## src/rtl/mem_arbiter.sv

```systemverilog
// Two-requester arbiter (instruction fetch vs. data) in front of a single-port memory.
// Data has priority, but a pending fetch is served after STARVE_LIMIT consecutive data grants.
module mem_arbiter #(
    parameter int unsigned STARVE_LIMIT = 3
) (
    input  logic        clk,
    input  logic        reset,
    input  logic        if_req,
    input  logic [31:0] if_addr,
    output logic [31:0] if_rdata,
    output logic        if_valid,
    input  logic        d_req,
    input  logic        d_we,
    input  logic [31:0] d_addr,
    input  logic [31:0] d_wdata,
    output logic [31:0] d_rdata,
    output logic        d_valid,
    output logic        mem_req,
    output logic        mem_we,
    output logic [31:0] mem_addr,
    output logic [31:0] mem_wdata,
    input  logic [31:0] mem_rdata,
    input  logic        mem_ack,
    output logic        stall_if,
    output logic        stall_mem
);

    // The starvation counter is two bits wide, so the limit must fit in it.
    localparam logic [1:0] LIMIT = 2'(STARVE_LIMIT);

    typedef enum logic [1:0] {
        IDLE   = 2'd0,
        BUSY_I = 2'd1,
        BUSY_D = 2'd2
    } state_t;

    state_t     state, state_nx;
    logic [1:0] starve_cnt, starve_nx;
    logic       grant_i, grant_d;

    always_comb begin
        state_nx  = state;
        starve_nx = starve_cnt;
        grant_i   = 1'b0;
        grant_d   = 1'b0;
        case (state)
            IDLE: begin
                if (d_req && (!if_req || starve_cnt < LIMIT)) begin
                    grant_d  = 1'b1;
                    state_nx = BUSY_D;
                    if (!if_req)
                        starve_nx = 2'd0;
                    else if (starve_cnt != LIMIT)
                        starve_nx = starve_cnt + 2'd1;
                end else if (if_req) begin
                    grant_i   = 1'b1;
                    state_nx  = BUSY_I;
                    starve_nx = 2'd0;
                end
            end
            BUSY_I:  if (mem_ack) state_nx = IDLE;
            BUSY_D:  if (mem_ack) state_nx = IDLE;
            default: state_nx = IDLE;
        endcase
    end

    always_ff @(posedge clk or posedge reset) begin
        if (reset) begin
            state      <= IDLE;
            starve_cnt <= 2'd0;
        end else begin
            state      <= state_nx;
            starve_cnt <= starve_nx;
        end
    end

    // Memory-side request registers: captured once at grant, held for the whole access.
    always_ff @(posedge clk or posedge reset) begin
        if (reset) begin
            mem_req   <= 1'b0;
            mem_we    <= 1'b0;
            mem_addr  <= 32'd0;
            mem_wdata <= 32'd0;
        end else begin
            mem_req <= (state_nx != IDLE);
            if (grant_d) begin
                mem_we    <= d_we;
                mem_addr  <= d_addr;
                mem_wdata <= d_wdata;
            end else if (grant_i) begin
                mem_we    <= 1'b0;
                mem_addr  <= if_addr;
                mem_wdata <= 32'd0;
            end
        end
    end

    // Completion: one-cycle valid pulses; read data holds between completions.
    always_ff @(posedge clk or posedge reset) begin
        if (reset) begin
            if_valid <= 1'b0;
            d_valid  <= 1'b0;
            if_rdata <= 32'd0;
            d_rdata  <= 32'd0;
        end else begin
            if_valid <= (state == BUSY_I) && mem_ack;
            d_valid  <= (state == BUSY_D) && mem_ack;
            if ((state == BUSY_I) && mem_ack)
                if_rdata <= mem_rdata;
            if ((state == BUSY_D) && mem_ack && !mem_we)
                d_rdata <= mem_rdata;
        end
    end

    assign stall_if  = if_req & ~if_valid;
    assign stall_mem = d_req & ~d_valid;

endmodule

```

## config.mk

```make
export PLATFORM = sky130hd
export DESIGN_NAME = mem_arbiter
export DESIGN_NICKNAME = d
export VERILOG_FILES = /design/src/rtl/mem_arbiter.sv
export SDC_FILE = /design/constraint.sdc
export NUM_CORES = 1
export LEC_CHECK = 0
export ABC_AREA = 0
export BUFFER_PORTS_ARGS = -buffer_cell sky130_fd_sc_hd__buf_2
export CAP_MARGIN = 5
export CORE_MARGIN = 3
export CORE_UTILIZATION = 42
export DETAILED_ROUTE_END_ITERATION = 12
export PLACE_DENSITY = 0.79
export SLEW_MARGIN = 0
export SYNTH_ARGS = -nofsm -noshare
export SYNTH_HDL_FRONTEND = slang
export SYNTH_SLANG_ARGS = --single-unit
export TNS_END_PERCENT = 20
```

## constraint.sdc

```tcl
create_clock -name clk -period 3.6 [get_ports clk]
set_input_delay 0.18 -clock clk [delete_from_list [all_inputs] [get_ports clk]]
set_output_delay 0.18 -clock clk [all_outputs]
set_load 0.005 [all_outputs]
```

; Word level (Yosys, flattened, before mapping)
; Cells that the tools add are included.
; W data, S select, Z words.
[classes]
addsub = 1
n_lt_le_gt_ge = 1
eq_ne = 4
mux = 19
n_bitwise = 4
reduce_logical = 13
[ops]
columns = operator, n
row1 = $mux W32, 4
row2 = $mux W2, 7
row3 = $mux W1, 7
row4 = $reduce_bool A2 Y1, 3
row5 = $logic_and A1 B1 Y1, 4
row6 = $pmux W2 S2, 1
row7 = $ne A3 B2 Y1 const B, 1
row8 = $reduce_and A3 Y1, 1
row9 = $add A2 B1 Y2 const B, 1
row10 = $and A1 B1 Y1, 2
row11 = $eq A2 B1 Y1 const B, 1
row12 = $eq A2 B2 Y1 const B, 1
row13 = $logic_not A1 Y1, 2
row14 = $logic_not A2 Y1, 1
row15 = $lt A2 B2 Y1 const B, 1
row16 = $ne A2 B2 Y1 const B, 1
row17 = $not A1 Y1, 2
row18 = $reduce_or A2 Y1, 1
row19 = $logic_or A1 B1 Y1, 1
[totals]
regBits = 136
input_bits = 134
output_inout_bits = 134
elab_cells = 52

; Logic depth before layout (Yosys ltp)
; Gate-level depths: netlist (run 1).
[logic_depth]
ltp_word = 7
mapped_depth = 8
depth_no_buf = 5

; Least setup slack after synthesis (run 1)
; No wires, ideal clock.
[synth_path]
path_kind = reg-to-reg
from = register state[0]
to = register d_rdata[0]
setup_time_ns = 0.125
arrival_ns = 1.525
required_time_ns = 3.475
slack_ns = 1.951
path_stages_with_launch = 8
n_path_buf = 2
synth_period_minus_slack_ns = 1.649
cell_sequence = dfrtp_1 inv_1 ha_1 and2_1 nand2b_1 clkbuf_1 buf_4 mux2_2
[synth_between]
elab_chain_len = 3
[synth_lines]
columns = element, line_no
row1 = from (decl), 37  ; state_t state, state_nx;
row2 = from (signal assigned), 72  ; state <= state_nx;
row3 = $eq A2 B2 Y1, 110  ; if ((state == BUSY_D) && mem_ack && !mem_we)
row4 = $logic_and A1 B1 Y1 (2 in a row), 110
row5 = to (signal assigned), 111  ; d_rdata <= mem_rdata;
row6 = to (decl), 16  ; output logic [31:0] d_rdata,
; No other way between the ends.
; A chain may end at the register's enable or synchronous reset.

; Worst setup path in the final report (run 1)
[layout_path]
from = register starve_cnt[0]
to = register starve_cnt[1]
[layout_between]
elab_chain_len = 5
word_cells_on_any_way = 11
classes_between = add/sub (1) / order compare (1) / eq/ne (2) / mux (3) / reduce/logical (4)
[layout_lines]
columns = element, line_no
row1 = from (decl), 38  ; logic [1:0] starve_cnt, starve_nx;
row2 = from (signal assigned), 73  ; starve_cnt <= starve_nx;
row3 = $lt A2 B2 Y1, 48  ; if (d_req && (!if_req || starve_cnt < LIMIT)) begin
row4 = $logic_or A1 B1 Y1, 48
row5 = $logic_and A1 B1 Y1, 48
row6 = $ne A3 B2 Y1 (no source line) / $reduce_bool A2 Y1 (equally long branches), n/a
row7 = $reduce_and A3 Y1 (no source line), n/a
; Parallel ways exist; a longest one is shown, timed or not. The select of a mux whose other input is x is not followed.

==> flow_metrics.env, run 1 <==
export IMPL_reg2reg_depth=5
export IMPL_gp_congestion=0.757
export IMPL_synth_simple_area_share=0.0572
export IMPL_dieArea_mm2=0.0144
export IMPL_cts_sinks=136
export IMPL_htree_num_levels=4
export IMPL_final_antenna_net_count=0
export IMPL_synthFlopType="dfrtp_1"
export IMPL_async_flop_share=1.00
export IMPL_cts_resized=0
export IMPL_p_leak_uw=0.00410
export IMPL_antenna_found_initial=1
export IMPL_timing_hold_worst_start="mem_rdata[13]"
export IMPL_dr_pass1_iters=5
export IMPL_r2r_end="starve_cnt[1]"
export IMPL_rr_startpoint="starve_cnt[0]"
export IMPL_power_total_uw=7130
export IMPL_power_density_mw_per_mm2=883
export IMPL_max_freq_ghz=0.446
export IMPL_cts_tree="yes"
export IMPL_required_ns=3.94
export IMPL_synth_mux_area_frac=0.132
export IMPL_worstSetupPathType="flop to flop"
export IMPL_syn_inst=427
export IMPL_whs_endpoint="d_rdata[13]"
export IMPL_synth_xor_xnor_area_share=0
export IMPL_dp_cells=841
export IMPL_syn_to_final_growth_pct=47.6
export IMPL_cp_max_fo=35
export IMPL_synth_warning_count=0
export IMPL_r2r_setup_slack_ns=1.36
export IMPL_setup_violations=0
export IMPL_syn_nets=566
export IMPL_synth_area_top_cells="dfrtp_1 62%, mux2_2 13%, a22o_1 5.3%, o31ai_1 4.5%, a21oi_1 2.9%"
export IMPL_fill_cells=972
export IMPL_start_util=0.432
export IMPL_place_ws_ns=1.39
export IMPL_period_share=0.623
export IMPL_synth_edf_count=0
export IMPL_cts_max_path_buffers=2
export IMPL_hpwl_um=10400
export IMPL_drcViolationCount=0
export IMPL_outcome="complete, no violations"
export IMPL_end_kind="flop"
export IMPL_fin_skew_ns=0.00535
export IMPL_ir_drop_v=0.000472
export IMPL_synth_top_cell_by_area="dfrtp_1"
export IMPL_ys_seq_elements=136
export IMPL_grt_pass1_vias=4864
export IMPL_viasPerCell=5.09
export IMPL_rsz0062_at_grt="false"
export IMPL_relSlewSlack=0.390
export IMPL_setup_slack_ns=1.36
export IMPL_io_buffer_count=267
export IMPL_layoutNonFillerInstCount=919
export IMPL_grt_max_degree=71
export IMPL_fin_nets=874
export IMPL_fp_dieH_um=120
export IMPL_layout_drive_gt1_share=0.498
export IMPL_startpoint_type="flop"
export IMPL_via_count=4677
export IMPL_multiInputGateArea_mm2=0.00189
export IMPL_pin_count=268
export IMPL_seq_area_mm2=0.00340
export IMPL_yosys_area_top_type_share=0.622
export IMPL_ys_types=27
export IMPL_finalSetupTns_ns=0
export IMPL_dr_first_iter_drc_count=285
export IMPL_num_antenna_cells=0
export IMPL_postSynthAreaPerCell_um2=12.8
export IMPL_cts_made_buffers=17
export IMPL_routedWlPerCell_um=17.1
export IMPL_layout_min_cycle_time_ns=2.24
export IMPL_track_usage=0.217
export IMPL_clk_pin_slew_worst_paths_ns=0.06
export IMPL_synth_adder_area_share=0.0114
export IMPL_hold_path_depth=2
export IMPL_clockRootBuffer="clkbuf_16"
export IMPL_synth_top_family_by_area="compound AO/OA/AOI/OAI gates"
export IMPL_synth_compound_area_frac=0.144
export IMPL_min_path_type="input port to flop"
export IMPL_synth_yosys_seq_area_share=0.622
export IMPL_maxCapViolations=0
export IMPL_syn_area_mm2=0.00547
export IMPL_worstPathArrival_ns=2.58
export IMPL_grt_pass1_wl_um=24300
export IMPL_finalHoldViolCount=0
export IMPL_drv_slew=0
export IMPL_grt_overflow_total=0
export IMPL_dieWidth_um=120
export IMPL_clkLatencyLatePin_ns=0.41
export IMPL_wl_um=15700
export IMPL_core_mm2=0.0127
export IMPL_worst_pin_slew_ns=0.912
export IMPL_rows=41
## cell usage in the layout, fill, tap and decap left out, drive strengths merged
cell type,instances
a211o,1
a21bo,1
a21boi,2
a21oi,32
a22o,33
a2bb2oi,1
a32o,1
and2,2
buf,274
bufinv,5
clkbuf,21
clkinv,1
clkinvlp,4
dfrtp,136
dlygate4sd3,47
ha,5
inv,5
mux2,64
nand2,35
nand2b,5
nand3b,1
nor2,33
nor2b,1
o21ai,2
o221ai,1
o22ai,1
o31ai,33
## state kept, by name, indices dropped and copies added (netlist names)
| register | count |
|---|---|
| d_rdata | 32 |
| if_rdata | 32 |
| mem_addr | 32 |
| mem_wdata | 32 |
| starve_cnt | 2 |
| state | 2 |
| d_valid | 1 |
| if_valid | 1 |
| mem_req | 1 |
| mem_we | 1 |
## worst max path at each step
stage	cells after the start	to	startpoint
6_report	5	starve_cnt[1]	starve_cnt[0]
5_1_grt	5	starve_cnt[1]	starve_cnt[0]
4_1_cts	5	starve_cnt[1]	starve_cnt[0]
3_5_place_dp	5	starve_cnt[1]	starve_cnt[0]
3_3_place_gp	5	starve_cnt[1]	starve_cnt[0]
2_1_floorplan	1	d_rdata[0]	reset
## metal layers
metal	track usage	up-vias	share of wire
met5	0	-	0.00083
met2	0.379	230	0.51
li1	-	2139	-
met4	0.100	2	0.028
met1	0.239	2270	0.37
met3	0.0735	36	0.088
## report_power, final
part,switching [µW],internal (µW),total (µW)
combinational,1210,1290,2500
sequential,406,2290,2700
clock,638,1300,1940
## what timing repair did
item / 4_1_cts / 5_1_grt
setup buffers: 0 / 0
hold buffers: 47 / 0
endpoints found under the hold margin: 73 / 0
## per-stage QoR
step | util | cell area, µm² | hold WS, ns
detailed placement | 0.547 | 6940 | 0.112
CTS | 0.637 | 8080 | 0.0000408
global route | 0.637 | 8080 | 0.00290
global placement | 0.547 | 6940 | 0.107
floorplan | - | 5470 | 0.312
finish | 0.637 | 8080 | 0.0172
## cells by family (layout without fill, tap and decap cells)
kind of cell    count (synthesis)  after routing
flops                         136            136
compound gates                108            108
simple gates                   77             77
mux                            64             64
buf+inv                        37            357
fa+ha+maj                       5              5
## critical path: stages, from the launching register on
cell and delay, ns:
dfrtp_1 0.40, ha_1 0.25, a21boi_4 0.73, and2_1 0.22
buf_4 0.33, a32o_1 0.22
## synth_stat cells (2+ instances only)
cell type and count:
mux2_2 63, buf_4 8, a22o_1 33, a21oi_1 32, nand2b_1 5, inv_1 5
buf_2 10, dfrtp_1 136, nor2_1 33, clkbuf_1 14, ha_1 5, o31ai_1 33
nand2_1 35, and2_1 2
## area by class of cell
cell class,instances,share of cell area
clock buffers,21,0.0595
clock inverters,10,0.0235
inverters,5,0.00279
multi-input cells,254,0.234
flip-flops and latches,136,0.421
well taps,172,0.0266
repair buffers,321,0.232
(Power assumes the default switching activity.)
==> run 2, diff against run 1 <==
==> constraint.sdc (replaced) <==
create_clock -name clk -period 1.8 [get_ports clk]
set_input_delay 0.09 -clock clk [delete_from_list [all_inputs] [get_ports clk]]
set_output_delay 0.09 -clock clk [all_outputs]
set_load 0.005 [all_outputs]
==> run 2 against run 1 <==
Compared with the run above: wire length up 8.5%; setup slack worse by 1.2 ns; global-route usage up 2.2 points; sequential share of layout area down 3.5 points; via count up 8.1%; utilization up 5.7 points; first-iteration DRC count down 3.2%; non-clock buffer count up 75; worst hold slack better by 0.0074 ns; combinational power up 110%; critical path type unchanged; largest power group unchanged.
==> flow_metrics.env, run 2 (same netlist as run 1, synthesis figures left out) <==
export IMPL_outcome="complete, no violations"
export IMPL_place_area_mm2=0.00703
export IMPL_grt_pass1_vias=5362
export IMPL_crit_chain="inv_1 > ha_1 > buf_4 > nand2b_1 > a211o_1 > o221ai_1"
export IMPL_fp_dieH_um=120
export IMPL_layout_drive_gt1_share=0.456
export IMPL_end_kind="flop"
export IMPL_cp_max_fo=16
export IMPL_dieWidth_um=120
export IMPL_min_path_type="input port to flop"
export IMPL_dr_pass1_iters=6
export IMPL_final_antenna_net_count=0
export IMPL_p_leak_uw=0.00440
export IMPL_syn_to_final_growth_pct=61.0
export IMPL_num_antenna_cells=0
export IMPL_rsz0062_at_grt="false"
export IMPL_grt_pass1_wl_um=26900
export IMPL_cts_max_path_buffers=2
export IMPL_cp_num_cells=6
export IMPL_cts_tree="yes"
export IMPL_max_freq_ghz=0.596
export IMPL_clk_pin_slew_worst_paths_ns=0.06
export IMPL_fin_skew_ns=0.00889
export IMPL_relSlewSlack=0.727
export IMPL_startpoint_type="flop"
export IMPL_viasPerCell=5.08
export IMPL_cts_made_buffers=17
export IMPL_rows=41
export IMPL_antenna_found_initial=0
export IMPL_via_count=5056
export IMPL_finalSetupTns_ns=0
export IMPL_setup_violations=0
export IMPL_pin_count=268
export IMPL_fin_nets=949
export IMPL_htree_num_levels=4
export IMPL_grt_max_degree=73
export IMPL_track_usage=0.240
export IMPL_power_density_mw_per_mm2=1590
export IMPL_drcViolationCount=0
export IMPL_layout_common_cells="267 x buf_2, 136 x dfrtp_1, 119 x dlygate4sd3_1"
export IMPL_layout_min_cycle_time_ns=1.68
export IMPL_hpwl_um=10500
export IMPL_clockRootBuffer="clkbuf_16"
export IMPL_wl_um=17100
export IMPL_worstSetupPathType="flop to flop"
export IMPL_cts_setup_buffers=0
export IMPL_final_cell_area_mm2=0.00880
export IMPL_reg2reg_depth=6
export IMPL_clkLatencyLatePin_ns=0.41
export IMPL_dr_first_iter_drc_count=276
export IMPL_worstPathArrival_ns=1.98
export IMPL_core_mm2=0.0127
export IMPL_crit_family="compound AO/OA/AOI/OAI gates"
export IMPL_grt_overflow_total=0
export IMPL_required_ns=2.11
export IMPL_maxCapViolations=0
export IMPL_worst_pin_slew_ns=0.410
export IMPL_period_share=0.932
export IMPL_cts_sinks=136
export IMPL_routedWlPerCell_um=17.1
export IMPL_io_buffer_count=267
export IMPL_drv_slew=0
export IMPL_start_util=0.432
export IMPL_finalHoldViolCount=0
export IMPL_hold_path_depth=3
export IMPL_ir_drop_v=0.00115
export IMPL_cpMaxStageDelayCell="dfrtp_1"
export IMPL_cp_num_buf_inv=2
export IMPL_power_total_uw=14000
export IMPL_gp_congestion=0.741
export IMPL_final_common_cell="buf_2"
export IMPL_dieArea_mm2=0.0144
export IMPL_slowest_delay_ns=0.40
-- run 2: final timing paths --
kind                        startpoint     endpoint  slack [ns]
setup / recovery              state[1]      mem_req        0.12
hold / removal              if_addr[2]  mem_addr[2]        0.02
setup reg to reg              state[1]      mem_req        0.12
hold reg to reg            mem_addr[9]  mem_addr[9]        0.47
max in group asynchronous        reset  mem_addr[9]        1.11
min in group asynchronous        reset  if_rdata[2]        0.36
-- run 2: worst reg2reg max path, stage by stage (launching register included) --
cell      delay (ns)
dfrtp_1         0.40
inv_1           0.12
ha_1            0.29
buf_4           0.27
nand2b_1        0.08
a211o_1         0.31
o221ai_1        0.10
-- run 2: layout make-up --
class / count / area [µm²]
Clock buffer: 20 / 457
Clock inverter: 12 / 118
Fill cell: 851 / 3870
Inverter: 5 / 22.5
Multi-Input combinational cell: 254 / 1900
Sequential cell: 136 / 3400
Tap cell: 172 / 215
Timing Repair Buffer: 396 / 2690
-- run 2: power breakdown --
part	internal [µW]	total (µW)	switching, µW
sequential	4580	5420	836
combinational	2800	5290	2500
clock	1990	3300	1320
-- run 2: layer usage --
metal / track usage / vias to the layer above / routed length, µm
li1: - / 2292 / -
met1: 0.262 / 2435 / 6280
met2: 0.416 / 277 / 8600
met3: 0.0792 / 52 / 1580
met4: 0.117 / 0 / 593
met5: 0 / - / 0
-- run 2: repair_timing --
| item | 4_1_cts | 5_1_grt |
|---|---|---|
| hold endpoints to repair | 265 | 0 |
| hold buffers | 119 | 0 |
| setup endpoints to repair | 0 | 2 |
| gates resized for setup | 0 | 1 |
-- run 2: through the flow --
step	hold slack (ns)	std cells	util	setup slack [ns]
CTS	0.000729	995	0.694	0.0623
floorplan	0.222	427	-	0.0169
global placement	0.240	844	0.555	0.193
detailed placement	0.254	844	0.555	0.142
finish	0.0247	995	0.695	0.122
global route	0.0318	995	0.695	0.0101
==> run 3, diff against run 2 <==
--- a/config.mk
+++ b/config.mk
@@ -9,9 +9,10 @@
 export BUFFER_PORTS_ARGS = -buffer_cell sky130_fd_sc_hd__buf_2
 export CAP_MARGIN = 5
 export CORE_MARGIN = 3
-export CORE_UTILIZATION = 42
+export CORE_UTILIZATION = 43
+export CTS_BUF_LIST = sky130_fd_sc_hd__clkbuf_8
 export DETAILED_ROUTE_END_ITERATION = 12
-export PLACE_DENSITY = 0.79
+export PLACE_DENSITY = 0.81
 export SLEW_MARGIN = 0
 export SYNTH_ARGS = -nofsm -noshare
 export SYNTH_HDL_FRONTEND = slang
==> run 3 against run 2 <==
Compared with the run above: non-clock buffer count up 12; clock power down 17%; largest cell class unchanged; utilization up 2.5 points; count of clock-buffer cells in the layout fell by 1; register-to-register slack worse by 0.05 ns; first-iteration DRC count grew 92%; critical path type unchanged.
==> flow_metrics.env, run 3 (same netlist as run 1, synthesis figures left out) <==
export IMPL_htree_num_levels=4
export IMPL_io_buffer_count=267
export IMPL_rsz0062_at_grt="false"
export IMPL_grt_pass1_vias=5508
export IMPL_cts_max_path_buffers=2
export IMPL_dr_pass1_iters=5
export IMPL_routedWlPerCell_um=18.9
export IMPL_power_density_mw_per_mm2=1550
export IMPL_layout_drive_gt1_share=0.450
export IMPL_worstSetupPathType="flop to flop"
export IMPL_finalSetupTns_ns=0
export IMPL_cts_tree="yes"
export IMPL_clkLatencyLatePin_ns=0.43
export IMPL_crit_family="flip-flops"
export IMPL_antenna_found_initial=0
export IMPL_place_ws_ns=0.0770
export IMPL_hpwl_um=10800
export IMPL_worstPathArrival_ns=2.04
export IMPL_dieArea_mm2=0.0141
export IMPL_syn_to_final_growth_pct=60.7
export IMPL_drv_slew=0
export IMPL_setup_violations=0
export IMPL_grt_use_met1=0.321
export IMPL_min_path_type="input port to flop"
export IMPL_via_count=5329
export IMPL_clk_pin_slew_worst_paths_ns=0.08
export IMPL_fill_cells=769
export IMPL_grt_overflow_total=0
export IMPL_grt_use_met2=0.448
export IMPL_setup_slack_ns=0.0736
export IMPL_cts_setup_buffers=0
export IMPL_layout_min_cycle_time_ns=1.73
export IMPL_grt_busiest_layer="met2"
export IMPL_utilization=0.720
export IMPL_cp_num_buf_inv=2
export IMPL_clockRootBuffer="clkbuf_8"
export IMPL_end_kind="flop"
export IMPL_grt_pass1_wl_um=30000
export IMPL_track_usage=0.269
export IMPL_drcViolationCount=0
export IMPL_core_mm2=0.0122
export IMPL_gp_congestion=0.854
export IMPL_maxCapViolations=0
export IMPL_cpMaxStageDelayCell="dfrtp_1"
export IMPL_outcome="complete, no violations"
export IMPL_final_antenna_net_count=0
export IMPL_final_common_cell="buf_2"
export IMPL_ir_drop_v=0.00109
export IMPL_startpoint_type="flop"
export IMPL_p_leak_uw=0.00441
export IMPL_pin_count=268
export IMPL_viasPerCell=5.31
export IMPL_crit_chain="inv_1 > ha_1 > and2_1 > nand2b_1 > buf_12 > mux2_2"
export IMPL_fp_dieH_um=119
export IMPL_grt_max_degree=74
export IMPL_fin_nets=961
export IMPL_rows=40
export IMPL_start_util=0.448
export IMPL_worst_pin_slew_ns=0.438
export IMPL_dieWidth_um=119
export IMPL_cp_max_fo=32
export IMPL_cts_sinks=136
export IMPL_max_freq_ghz=0.579
export IMPL_layout_common_cells="267 x buf_2, 136 x dfrtp_1, 131 x dlygate4sd3_1"
export IMPL_fin_skew_ns=0.0110
export IMPL_holdWs_ns=0.0630
export IMPL_slowest_delay_ns=0.42
export IMPL_finalHoldViolCount=0
export IMPL_period_share=0.959
export IMPL_relSlewSlack=0.708
export IMPL_required_ns=2.11
export IMPL_met3_usage=0.0909
export IMPL_wl_um=19000
export IMPL_cts_made_buffers=17
export IMPL_dr_first_iter_drc_count=531
-- run 3: layout make-up --
type / count / area [µm²] / area share
antenna: 1 / 2.50 / 0.000285
clock buffer: 19 / 262 / 0.0298
clock inverter: 13 / 175 / 0.0199
inverter: 5 / 22.5 / 0.00256
multi-input combinational: 254 / 1900 / 0.216
sequential: 136 / 3400 / 0.387
tap: 168 / 210 / 0.0239
timing repair buffer: 408 / 2810 / 0.320
-- run 3: where the power goes --
group	leakage [µW]	total (µW)	internal [µW]	switching, µW
clock	0.000225	2750	1580	1180
sequential	0.00167	5450	4570	874
combinational	0.00251	5460	2830	2630
-- run 3: worst reg2reg max path: cells and delay by family (launching register included) --
family                   cells  cell delay (ns)
adder cells (fa/ha/maj)      1             0.19
buffers and inverters        2             0.32
flip-flops                   1             0.42
multiplexers                 1             0.40
AND/OR/NAND/NOR              2             0.28
-- run 3: worst paths after layout --
kind | start | to | slack (ns) | depth (start not counted)
setup / recovery | state[0] | d_rdata[29] | 0.07 | 6
hold reg to reg | mem_addr[7] | mem_addr[7] | 0.49 | 2
max in group asynchronous | reset | if_rdata[14] | 1.14 | 4
hold / removal | if_req | starve_cnt[0] | 0.06 | 3
min in group asynchronous | reset | d_rdata[3] | 0.34 | 4
setup reg to reg | state[0] | d_rdata[29] | 0.07 | 6
-- run 3: through the flow --
step                      instance area (µm²)  std cells  power [µW]
after detailed placement                 7030        840       10500
after CTS                                8780       1003       13500
after floorplan                          5470        427        8050
after global routing                     8790       1003       14500
final                                    8790       1004       13700
after global placement                   7030        840       10200
-- run 3: routing by layer --
metal  wire [µm]  up-vias
met1        7180     2602
met4         585        0
met3        1880       51
met5           0        -
li1            -     2313
met2        9310      363
-- run 3: what timing repair did --
action                                  4_1_cts  5_1_grt
endpoints found under the setup margin        0       23
hold endpoints to repair                    267        0
resized for setup                             0        2
hold buffers                                131        0
